`src/rtl/ps2_key_controller_if.sv`:
```
// Key-event handshake between the PS/2 key controller (master) and the game FSM (slave).
// One-deep valid/ready channel carrying a stripped scancode plus extended/release flags.
interface ps2_key_controller_if;
    logic       ev_valid;
    logic       ev_ready;
    logic [7:0] ev_code;
    logic       ev_ext;
    logic       ev_release;

    modport master (
        output ev_valid,
        output ev_code,
        output ev_ext,
        output ev_release,
        input  ev_ready
    );

    modport slave (
        input  ev_valid,
        input  ev_code,
        input  ev_ext,
        input  ev_release,
        output ev_ready
    );
endinterface

```
`src/rtl/ps2_key_controller.sv`:
```
// Decodes the raw PS/2 byte stream (E0/F0 prefixes, resync timeout) into key events,
// keeps held flags for the four game keys and offers each event over a one-deep channel.
module ps2_key_controller #(
    parameter int         TIMEOUT_CYCLES = 100000,
    parameter logic [7:0] KEY_LEFT       = 8'h1C,
    parameter logic [7:0] KEY_RIGHT      = 8'h1B,
    parameter logic [7:0] KEY_ENTER      = 8'h5A,
    parameter logic [7:0] KEY_FIRE       = 8'h29
) (
    input  logic                       clk,
    input  logic                       rst,
    input  logic                       enable_i,
    output logic                       rx_en_o,
    input  logic                       rx_done_tick_i,
    input  logic [7:0]                 rx_data_i,
    ps2_key_controller_if.master       ev,
    output logic                       left_o,
    output logic                       right_o,
    output logic                       enter_o,
    output logic                       fire_o,
    output logic                       overflow_o,
    input  logic                       clear_ovf_i
);

    localparam int               CNT_W   = $clog2(TIMEOUT_CYCLES + 1);
    localparam logic [CNT_W-1:0] CNT_MAX = CNT_W'(TIMEOUT_CYCLES - 1);
    localparam logic [31:0]      KEY_VEC = {KEY_FIRE, KEY_ENTER, KEY_RIGHT, KEY_LEFT};

    typedef enum logic [1:0] {IDLE, EXT, BRK, EXT_BRK} state_t;

    state_t           state_q, state_d, eff_state;
    logic [CNT_W-1:0] cnt_q, cnt_d;
    logic             rx_en_q;
    logic [3:0]       held_q;
    logic             ev_valid_q, ev_ext_q, ev_release_q, overflow_q;
    logic [7:0]       ev_code_q;

    logic       byte_v, is_nonkey, timed_out, accept, drop;
    logic       ev_new, new_ext, new_rel;
    logic [3:0] key_hit;

    genvar gi;
    generate
        for (gi = 0; gi < 4; gi++) begin : g_key_hit
            assign key_hit[gi] = (rx_data_i == KEY_VEC[gi*8 +: 8]);
        end
    endgenerate

    assign byte_v    = rx_done_tick_i && enable_i;
    assign is_nonkey = rx_data_i inside {8'h00, 8'hAA, 8'hE1, 8'hEE, 8'hFA, 8'hFE, 8'hFF};
    // An expired prefix is treated as if the FSM were already back in IDLE, even if a byte lands that cycle.
    assign timed_out = (state_q != IDLE) && (cnt_q == CNT_MAX);
    assign eff_state = timed_out ? IDLE : state_q;
    assign accept    = ev_valid_q && ev.ev_ready;
    assign drop      = ev_new && ev_valid_q && !accept;

    always_comb begin
        state_d = eff_state;
        ev_new  = 1'b0;
        new_ext = 1'b0;
        new_rel = 1'b0;
        if (!enable_i) begin
            state_d = IDLE;
        end else if (byte_v) begin
            if (is_nonkey) begin
                state_d = IDLE;
            end else if (rx_data_i == 8'hE0) begin
                // A second E0, or E0 after F0, is a protocol error.
                state_d = (eff_state == IDLE) ? EXT : IDLE;
            end else if (rx_data_i == 8'hF0) begin
                state_d = (eff_state == IDLE) ? BRK :
                          (eff_state == EXT)  ? EXT_BRK : IDLE;
            end else begin
                ev_new  = 1'b1;
                new_ext = (eff_state == EXT) || (eff_state == EXT_BRK);
                new_rel = (eff_state == BRK) || (eff_state == EXT_BRK);
                state_d = IDLE;
            end
        end
        if (state_d == IDLE || byte_v)
            cnt_d = '0;
        else if (cnt_q != CNT_MAX)
            cnt_d = cnt_q + CNT_W'(1);
        else
            cnt_d = cnt_q;
    end

    always_ff @(posedge clk or posedge rst) begin
        if (rst) begin
            state_q      <= IDLE;
            cnt_q        <= '0;
            rx_en_q      <= 1'b0;
            held_q       <= '0;
            ev_valid_q   <= 1'b0;
            ev_code_q    <= '0;
            ev_ext_q     <= 1'b0;
            ev_release_q <= 1'b0;
            overflow_q   <= 1'b0;
        end else begin
            state_q <= state_d;
            cnt_q   <= cnt_d;
            rx_en_q <= enable_i;

            if (!enable_i)
                held_q <= '0;
            else if (ev_new && !new_ext)
                held_q <= (held_q & ~key_hit) | (new_rel ? 4'b0000 : key_hit);

            if (ev_new && (!ev_valid_q || accept)) begin
                ev_valid_q   <= 1'b1;
                ev_code_q    <= rx_data_i;
                ev_ext_q     <= new_ext;
                ev_release_q <= new_rel;
            end else if (accept) begin
                ev_valid_q   <= 1'b0;
                ev_code_q    <= '0;
                ev_ext_q     <= 1'b0;
                ev_release_q <= 1'b0;
            end

            if (drop)
                overflow_q <= 1'b1;
            else if (clear_ovf_i)
                overflow_q <= 1'b0;
        end
    end

    assign rx_en_o       = rx_en_q;
    assign ev.ev_valid   = ev_valid_q;
    assign ev.ev_code    = ev_code_q;
    assign ev.ev_ext     = ev_ext_q;
    assign ev.ev_release = ev_release_q;
    assign left_o        = held_q[0];
    assign right_o       = held_q[1];
    assign enter_o       = held_q[2];
    assign fire_o        = held_q[3];
    assign overflow_o    = overflow_q;

endmodule

```
`src/flat_wrapper.sv`:
```
// flat-port wrapper written by rule: the top's interface ports become plain ports
module ps2_key_controller_flat 
#(
    parameter int         TIMEOUT_CYCLES = 100000,
    parameter logic [7:0] KEY_LEFT       = 8'h1C,
    parameter logic [7:0] KEY_RIGHT      = 8'h1B,
    parameter logic [7:0] KEY_ENTER      = 8'h5A,
    parameter logic [7:0] KEY_FIRE       = 8'h29
)
  (clk, rst, enable_i, rx_en_o, rx_done_tick_i, rx_data_i, left_o, right_o, enter_o, fire_o, overflow_o, clear_ovf_i, ev_ev_valid, ev_ev_code, ev_ev_ext, ev_ev_release, ev_ev_ready);
  ps2_key_controller_if ev_i ();
  input  logic clk;
  input  logic rst;
  input  logic enable_i;
  output logic rx_en_o;
  input  logic rx_done_tick_i;
  input  logic [7:0] rx_data_i;
  output logic left_o;
  output logic right_o;
  output logic enter_o;
  output logic fire_o;
  output logic overflow_o;
  input  logic clear_ovf_i;
  output wire logic [$bits(ev_i.ev_valid)-1:0] ev_ev_valid;
  output wire logic [$bits(ev_i.ev_code)-1:0] ev_ev_code;
  output wire logic [$bits(ev_i.ev_ext)-1:0] ev_ev_ext;
  output wire logic [$bits(ev_i.ev_release)-1:0] ev_ev_release;
  input wire logic [$bits(ev_i.ev_ready)-1:0] ev_ev_ready;
  assign ev_ev_valid = ev_i.ev_valid;
  assign ev_ev_code = ev_i.ev_code;
  assign ev_ev_ext = ev_i.ev_ext;
  assign ev_ev_release = ev_i.ev_release;
  assign ev_i.ev_ready = ev_ev_ready;
  ps2_key_controller #(.TIMEOUT_CYCLES(TIMEOUT_CYCLES), .KEY_LEFT(KEY_LEFT), .KEY_RIGHT(KEY_RIGHT), .KEY_ENTER(KEY_ENTER), .KEY_FIRE(KEY_FIRE)) u_core (.clk(clk), .rst(rst), .enable_i(enable_i), .rx_en_o(rx_en_o), .rx_done_tick_i(rx_done_tick_i), .rx_data_i(rx_data_i), .ev(ev_i), .left_o(left_o), .right_o(right_o), .enter_o(enter_o), .fire_o(fire_o), .overflow_o(overflow_o), .clear_ovf_i(clear_ovf_i));
endmodule
```
`config.mk`:
```
export PLATFORM = sky130hd
export DESIGN_NAME = ps2_key_controller_flat
export DESIGN_NICKNAME = d
export VERILOG_FILES = /design/src/rtl/ps2_key_controller_if.sv /design/src/rtl/ps2_key_controller.sv /design/src/flat_wrapper.sv
export SDC_FILE = /design/constraint.sdc
export NUM_CORES = 1
export LEC_CHECK = 0
export ABC_AREA = 1
export CAP_MARGIN = 15
export CORE_ASPECT_RATIO = 1.75
export CORE_MARGIN = 10
export CORE_UTILIZATION = 40
export DETAILED_ROUTE_END_ITERATION = 12
export PLACE_DENSITY = 0.77
export SLEW_MARGIN = 20
export SYNTH_ARGS = -nofsm -noshare
export SYNTH_HDL_FRONTEND = slang
export SYNTH_SLANG_ARGS = --single-unit
```
`constraint.sdc`:
```
create_clock -name clk -period 1.62 [get_ports clk]
set_input_delay 0.162 -clock clk [delete_from_list [all_inputs] [get_ports clk]]
set_output_delay 0.162 -clock clk [all_outputs]
set_load 0.01 [all_outputs]
```
**Word-level counts from Yosys, hierarchy flattened**

Index checks and enable logic that the tools add are counted.

- Register bits after elaboration: 36
- Input bits: 14
- Output and inout bits: 17

- Add/sub/neg operators: 1
- Equality and inequality tests: 18
- Mux-type cells: 37
- Bitwise operators: 3
- Reductions and logical operators: 22

Operators by type and width:

| kind | number |
|---|---|
| $eq 8x8->1 const B | 8 |
| $mux 17 | 2 |
| $mux 1 | 22 |
| $add 17x1->17 const B | 1 |
| $eq 17x17->1 const B | 1 |
| $ne 17x17->1 const B | 1 |
| $eq 8x5->1 const B | 2 |
| $mux 2 | 8 |
| $mux 8 | 2 |
| $mux 4 | 3 |
| $eq 8x6->1 const B | 1 |
| $eq 8x7->1 const B | 1 |
| $logic_not 8->1 | 1 |
| $reduce_bool 2->1 | 4 |
| $logic_and 1x1->1 | 7 |
| $reduce_bool 7->1 | 1 |
| $and 4x4->4 | 1 |
| $eq 2x2->1 const B | 2 |
| $logic_not 2->1 | 2 |
| $logic_or 1x1->1 | 4 |
| $not 4->4 | 1 |
| $or 4x4->4 | 1 |
| $logic_not 1->1 | 3 |
| $eq 2x1->1 const B | 1 |
| $ne 2x1->1 const B | 1 |

**Depth between registers and ports, before layout**

Gate-level depths: netlist (run 1).

- Word-level depth: 14
- Depth in mapped cells: 14
- Depth with buffers taken out: 13

**Worst setup path after synthesis (run 1)**

No wires, ideal clock.

- Path kind: reg-to-reg
- Start: register u_core.cnt_q[0]
- End: register u_core.cnt_q[6]
- Library setup time: 0.068 ns
- Arrival: 1.670 ns
- Setup slack: -0.118 ns
- Cell stages (with the launch flop): 12
- Buffers on the path: 1
- Cells stage by stage: dfrtp_1 -> ha_1 -> nand3_1 -> inv_1 -> nand3_4 -> nand2_1 -> a21boi_0 -> nand2_1 -> nand2_2 -> nand2_4 -> buf_12 -> nor2_4

- Word-level cells in the longest chain between the ends: 14

Ends and longest elaborated chain:

| what | RTL line | text |
|---|---|---|
| start, declared | ps2_key_controller.sv:32 | `logic [CNT_W-1:0] cnt_q, cnt_d;` |
| start signal, assigned | ps2_key_controller.sv:101 | `cnt_q <= cnt_d;` |
| $eq 17x17->1 | ps2_key_controller.sv:52 | `assign timed_out = (state_q != IDLE) && (cnt_q == CNT_MAX);` |
| $logic_and 1x1->1 | ps2_key_controller.sv:52 |  |
| $mux 2 | ps2_key_controller.sv:53 | `assign eff_state = timed_out ? IDLE : state_q;` |
| $eq 2x1->1 | ps2_key_controller.sv:72 | `(eff_state == EXT) ? EXT_BRK : IDLE;` |
| $mux 2 | ps2_key_controller.sv:72 |  |
| $mux 2 | ps2_key_controller.sv:71 | `state_d = (eff_state == IDLE) ? BRK :` |
| $mux 2 | ps2_key_controller.sv:70 | `end else if (rx_data_i == 8'hF0) begin` |
| $mux 2 | ps2_key_controller.sv:67 | `end else if (rx_data_i == 8'hE0) begin` |
| $mux 2 | ps2_key_controller.sv:65 | `if (is_nonkey) begin` |
| $mux 2 | ps2_key_controller.sv:64 | `end else if (byte_v) begin` |
| $mux 2 | ps2_key_controller.sv:62 | `if (!enable_i) begin` |
| $logic_not 2->1 | ps2_key_controller.sv:80 | `if (state_d == IDLE \|\| byte_v)` |
| $logic_or 1x1->1 | ps2_key_controller.sv:80 |  |
| $mux 17 or $reduce_bool 2->1 (tied branches) | - |  |

Parallel ways exist; a longest one is shown, timed or not. The select of a mux whose other input is x is not followed.
A chain may end at the register's enable or synchronous reset.

**Worst setup path in the final report (run 1)**

- Start: register u_core.cnt_q[9]
- End: register u_core.cnt_q[0]

The elaborated chain is that of the path after synthesis.

==> results of run 1 <==
## kinds of logic after synthesis
kind of cell	count (synthesis)	synth area share [%]
and+or+nand+nor	119	31.8
buffers and inverters	41	8.54
DFF	36	45.2
AOI/OAI and AO/OA	21	7.22
xor gates and xnor gates	15	6.59
adders and majority gates	1	0.628
## placed cells by master (no fill, tap or decap), drive strengths merged
cell           count
xnor2              2
nand3b             1
clkbuf             7
dfrtp             36
clkdlybuf4s50     23
o21ai              4
o211ai             2
buf               65
nor3b              1
xor2              13
dlymetal6s2s       5
ha                 1
a21boi             1
nor3               6
nand2             47
nor4               3
o2111ai            1
inv               39
clkinv             1
nand4              5
a21oi              4
nand3             18
o22ai             10
dlygate4sd2        2
nor2              38
## per-stage QoR
stage	hold slack (ns)	cell area [um^2]
global route	0.349	3160
CTS	0.288	2980
floorplan	0.193	2010
finish	0.280	3160
global placement	0.513	2810
detailed placement	0.523	2810
## state kept, by name, indices dropped and copies added, names as in the netlist
name	count
u_core.held_q	4
u_core.overflow_o	1
u_core.ev.ev_release	1
u_core.cnt_q	17
u_core.ev.ev_ext	1
u_core.rx_en_o	1
u_core.ev.ev_code	8
u_core.state_q	2
u_core.ev.ev_valid	1
## power breakdown
| part | total (mW) | internal [mW] | switching (mW) |
|---|---|---|---|
| sequential | 0.943 | 0.928 | 0.0155 |
| clock | 0.690 | 0.379 | 0.311 |
| combinational | 0.296 | 0.144 | 0.153 |
| total | 1.93 | 1.45 | 0.479 |
## final cells by class
| cell class | instances | area, um^2 | area share [%] |
|---|---|---|---|
| clock buffers | 7 | 96.3 | 3.05 |
| inverters | 40 | 150 | 4.75 |
| multi-input cells | 157 | 1100 | 34.9 |
| flip-flops and latches | 36 | 901 | 28.5 |
| well taps | 54 | 67.6 | 2.14 |
| repair buffers | 95 | 840 | 26.6 |
## per-layer routing
metal	vias to the layer above	track usage, %	wire (um)
li1	945	-	-
met3	29	3.57	310
met2	76	24.9	3200
met5	-	0	0
met1	960	12.4	1800
met4	0	7.24	282
## path summary, 6_finish.rpt
kind	startpoint	end	slack, ns	cells after the start
min in group clk	rx_data_i[2]	u_core.ev.ev_code[2]$_DFFE_PP0P_	0.37	4
max in group asynchronous	rst	u_core.cnt_q[15]$_DFFE_PP0P_	1.02	3
min	rst	u_core.cnt_q[3]$_DFFE_PP0P_	0.28	3
max	u_core.cnt_q[9]$_DFFE_PP0P_	u_core.cnt_q[0]$_DFFE_PP0P_	-0.06	13
min reg2reg	u_core.ev.ev_code[0]$_DFFE_PP0P_	u_core.ev.ev_code[0]$_DFFE_PP0P_	0.53	2
max reg2reg	u_core.cnt_q[9]$_DFFE_PP0P_	u_core.cnt_q[0]$_DFFE_PP0P_	-0.06	13
## critical path: cells and delay by family, from the launching register on
family | cells | cell delay (ns)
and+or+nand+nor | 11 | 0.99
DFF | 1 | 0.38
buffers and inverters | 2 | 0.24
## timing repair
| item | CTS | global route |
|---|---|---|
| setup endpoints to repair | 30 | 31 |
| pin swaps | 6 | 21 |
| buffers inserted | 5 | 6 |
| gates resized for setup | 16 | 36 |
| endpoints found under the hold margin | 0 | 0 |
| cloned | 0 | 1 |
==> impl_metrics.ini, run 1 <==
[run_status]
outcome = complete, but fails checks
failed_checks = negative setup slack

[yosys]
synth.top_cells.by_count = nand2_1 (41), inv_1 (37), dfrtp_1 (36)
synth_nets = 248
syn_area_um2 = 1990
yosysTopAreaCell = dfrtp_1
synthCells = 233
synth_seq_cells = 36
synth_edf_count = 0
synth.area.top_cells = dfrtp_1 (45%), nand2_1 (7.7%), inv_1 (7.0%)
avgSynthCellArea_um2 = 8.55
seq_area_frac_synth_pct = 45.2
yosysTopAreaCellShare_pct = 45.2
yosysMostFrequentCell = nand2_1
ys_warn_count = 0
ys_async_sr_fraction_pct = 100
synth-main-ff-cell = dfrtp_1
synthDistinctLibCells = 31

[global_route]
antenna_found_initial = 0
grt.overflow.total = 0
grt.total_usage_pct = 13.4
grt_pass1_vias = 2014
grt_max_degree = 37
grt_pass1_wl_mm = 8.97

[timing]
rsz0062_at_grt = true
fin_setup_tns_ns = -0.840
layout_min_cycle_time_ns = 1.68
fin_ws_ns = -0.0587
finClkSkew_ns = 0.00720
max_freq_mhz = 596
post-route-period-util_pct = 104
hold_viol_final = 0
tightest_slew_ns = 0.457
final_max_slew_viol_count = 0
relSlewSlack_pct = 69.5
setup_violations = 18

[min_path]
hold_class = in2async

[detailed_routing]
dr.pass1.iters = 4
route.detailed.drc = 0
drtIter0Drc = 184
routed_wl_mm = 5.59
via_count = 2010
avgRoutedWirePerCell_um = 14.4
antenna_left = 0
vias_per_cell = 5.17

[die]
die_w_um = 73.4
row_count = 34
io_pins = 31
die-height_um = 113
start_util_pct = 40.7
die_area_um2 = 8320
coreArea_um2 = 4890

[worst_setup_path]
arrival_ns = 1.90
cp-end-kind = flip-flop
crit_slowest_cell = dfrtp_1
path_class = reg2reg
cp_max_fo = 5
startpoint_type = flip-flop
critPathMaxStageDelay_ns = 0.38
cp_cell_sequence = nand2_2 > clkinv_1 > nand2_1 > nor2_2 > nand3_4 > nand2_4 > nand3b_1 > nand2_1 > nand2_2 > nand2_2 > nand2_4 > buf_12 > nor2_4
cp_common_cell = nand2_2
worstPathRequired_ns = 1.84

[placed_design]
dp_cells = 371
port_buffers = 30
routabilityCongestion = 0.927
dp_hpwl_mm = 3.90
place_ws_ns = -0.355

[final_layout]
utilization_pct = 64.6
drive_above_1_share_pct = 39.4
antennaDiodeCount = 0
nets = 350
area_growth_pct = 58.4
fillers = 397
fin_cells = 389

[pwr]
p_per_area_nw_per_um2 = 611
ir_drop_v = 0.000585
cellLeakagePower_nw = 1.45
finalPower_mw = 1.93

[clocking]
worstSkewPairLatency_ns = 0.28
hold_buffers = 0
cts_tree = done
cts_buffer_depth = 2
root_buffer = clkbuf_8
clk_pin_slew_ns = 0.07
clock-sinks = 36
numCtsBuffers = 5
cts_htree_levels = 2

[flow_run]
maxCapViolCount = 0
Note: power is estimated with default switching activity, not from simulation.
==> inputs of run 2 (changes only) <==
--- a/config.mk
+++ b/config.mk
@@ -11,7 +11,6 @@
 export CORE_MARGIN = 10
 export CORE_UTILIZATION = 40
 export DETAILED_ROUTE_END_ITERATION = 12
-export PLACE_DENSITY = 0.77
 export SLEW_MARGIN = 20
 export SYNTH_ARGS = -nofsm -noshare
 export SYNTH_HDL_FRONTEND = slang
==> impl_metrics.ini, run 2 (synthesized netlist as in run 1, its figures left out) <==
[timing]
tightest_slew_ns = 0.477
layout_min_cycle_time_ns = 1.61
hold_ws_ns = 0.274
fin_setup_tns_ns = 0
finClkSkew_ns = 0.00899
relSlewSlack_pct = 68.2
fin_ws_ns = 0.00708
rsz0062_at_grt = true
final_max_slew_viol_count = 0
hold_viol_final = 0
max_freq_mhz = 620
post-route-period-util_pct = 99.6
setup_violations = 0

[final_layout]
largest_register_ffs = 17
nets = 345
regMostFlops = u_core.cnt_q
register_area_um2 = 901
multi_input_area_um2 = 1090
finalInstanceArea_um2 = 3090
fillers = 434
final_common_cell = buf_4
mostFrequentLayoutCells = buf_4 (58), nand2_1 (37), dfrtp_1 (36)
area_growth_pct = 55.1
antennaDiodeCount = 0
drive_above_1_share_pct = 38.1
fin_cells = 385

[detailed_routing]
met2_length_mm = 3.19
dr.max_layer_used = met4
vias_per_cell = 4.89
via_count = 1883
met3_wirelength_um = 197
drtIter0Drc = 114
avgRoutedWirePerCell_um = 14.0
antenna_left = 0
dr.pass1.iters = 4
routed_wl_mm = 5.39
wl_met1_mm = 1.87
route.detailed.drc = 0

[clocking]
clock-sinks = 36
clk_pin_slew_ns = 0.08
hold_buffers = 0
root_buffer = clkbuf_8
cts_htree_levels = 2
numCtsBuffers = 5
cts_buffer_depth = 2
worstSkewPairLatency_ns = 0.29
cts_tree = done

[pwr]
ir_drop_v = 0.000604
cellLeakagePower_nw = 1.43
p_per_area_nw_per_um2 = 662

[worst_setup_path]
reg2regPathDepth = 11
worstPathRequired_ns = 1.84
r2r_slack_ns = 0.007
cp-end-kind = flip-flop
arrival_ns = 1.83
reg2reg_to = u_core.cnt_q[1]$_DFFE_PP0P_
startpoint_type = flip-flop
worst_r2r_startpoint = u_core.cnt_q[0]$_DFFE_PP0P_
path_class = reg2reg
cp_max_fo = 8

[die]
row_count = 34
die_area_um2 = 8320
die_w_um = 73.4
coreArea_um2 = 4890
start_util_pct = 40.7
io_pins = 31
die-height_um = 113

[global_route]
grt.overflow.total = 0
grt_max_degree = 37
antenna_found_initial = 0
grt.total_usage_pct = 13.6
grt_pass1_vias = 1989
grt_pass1_wl_mm = 9.14

[placed_design]
dp_hpwl_mm = 3.97
routabilityCongestion = 0.885
dp_cells = 371
dpl_cell_area_um2 = 2770
place_ws_ns = -0.494
port_buffers = 30

[flow_run]
maxCapViolCount = 0

[min_path]
hold_class = in2async

[run_status]
outcome = complete, no violations
[run 2: cell types whose count changed in the layout (fill, tap and decap cells not counted), moves of 3 or more]
cell,before,now
nor2_4,19,13
nand3_1,12,15
nand2_2,9,4
nand3_2,4,1
nor2_2,4,12
buf_4,61,58
buf_12,3,0
[run 2: how the worst max path moves through the flow]
stage                                           start                          endpoint  slack, ns
after CTS                                rx_data_i[0]  u_core.ev.ev_code[2]$_DFFE_PP0P_      -0.01
final                     u_core.cnt_q[0]$_DFFE_PP0P_       u_core.cnt_q[1]$_DFFE_PP0P_      0.007
after global routing      u_core.cnt_q[4]$_DFFE_PP0P_       u_core.cnt_q[2]$_DFFE_PP0P_      -0.11
after floorplan           u_core.cnt_q[0]$_DFFE_PP0P_       u_core.cnt_q[6]$_DFFE_PP0P_      -0.02
after detailed placement                 rx_data_i[2]      u_core.cnt_q[15]$_DFFE_PP0P_      -0.49
after global placement                   rx_data_i[2]      u_core.cnt_q[10]$_DFFE_PP0P_      -0.48
[run 2: report_power, final]
part	internal, mW	switching [mW]
logic	0.159	0.157
clock network	0.455	0.332
registers	0.928	0.0147
[run 2: what timing repair did]
| action | 4_1_cts | 5_1_grt |
|---|---|---|
| pin swaps | 5 | 4 |
| setup buffers | 1 | 4 |
| cloned | 1 | 0 |
| setup endpoints to repair | 31 | 33 |
| gates resized for setup | 15 | 35 |
[run 2: stage by stage]
stage | power, mW | utilization [%]
2_1_floorplan | 1.07 | -
3_3_place_gp | 1.26 | 56.6
3_5_place_dp | 1.26 | 56.6
4_1_cts | 2.05 | 60.4
5_1_grt | 2.13 | 63.2
6_report | 2.05 | 63.2
[run 2: area by class of cell]
cell class | count | share of cell area [%]
Tap cell | 54 | 2.19
Sequential cell | 36 | 29.1
Multi-Input combinational cell | 157 | 35.2
Inverter | 40 | 4.86
Clock buffer | 5 | 2.23
Timing Repair Buffer | 90 | 25.1
Clock inverter | 3 | 1.38
[run 2: metal layers]
metal	track usage, %	up-vias
li1	-	939
met1	13.3	897
met2	25.7	36
met3	2.43	11
met4	6.99	0
met5	0	-
[run 2: worst max-delay path, cell delays in order (launching register included)]
cell and delay (ns):
dfrtp_1 0.39, ha_4 0.17, nand3_4 0.09, inv_2 0.09
nand3_4 0.10, nand2_4 0.11, nand3b_1 0.08, nand2_1 0.08
nand2_2 0.08, nand2_4 0.13, nand2_8 0.13, nor2_4 0.09
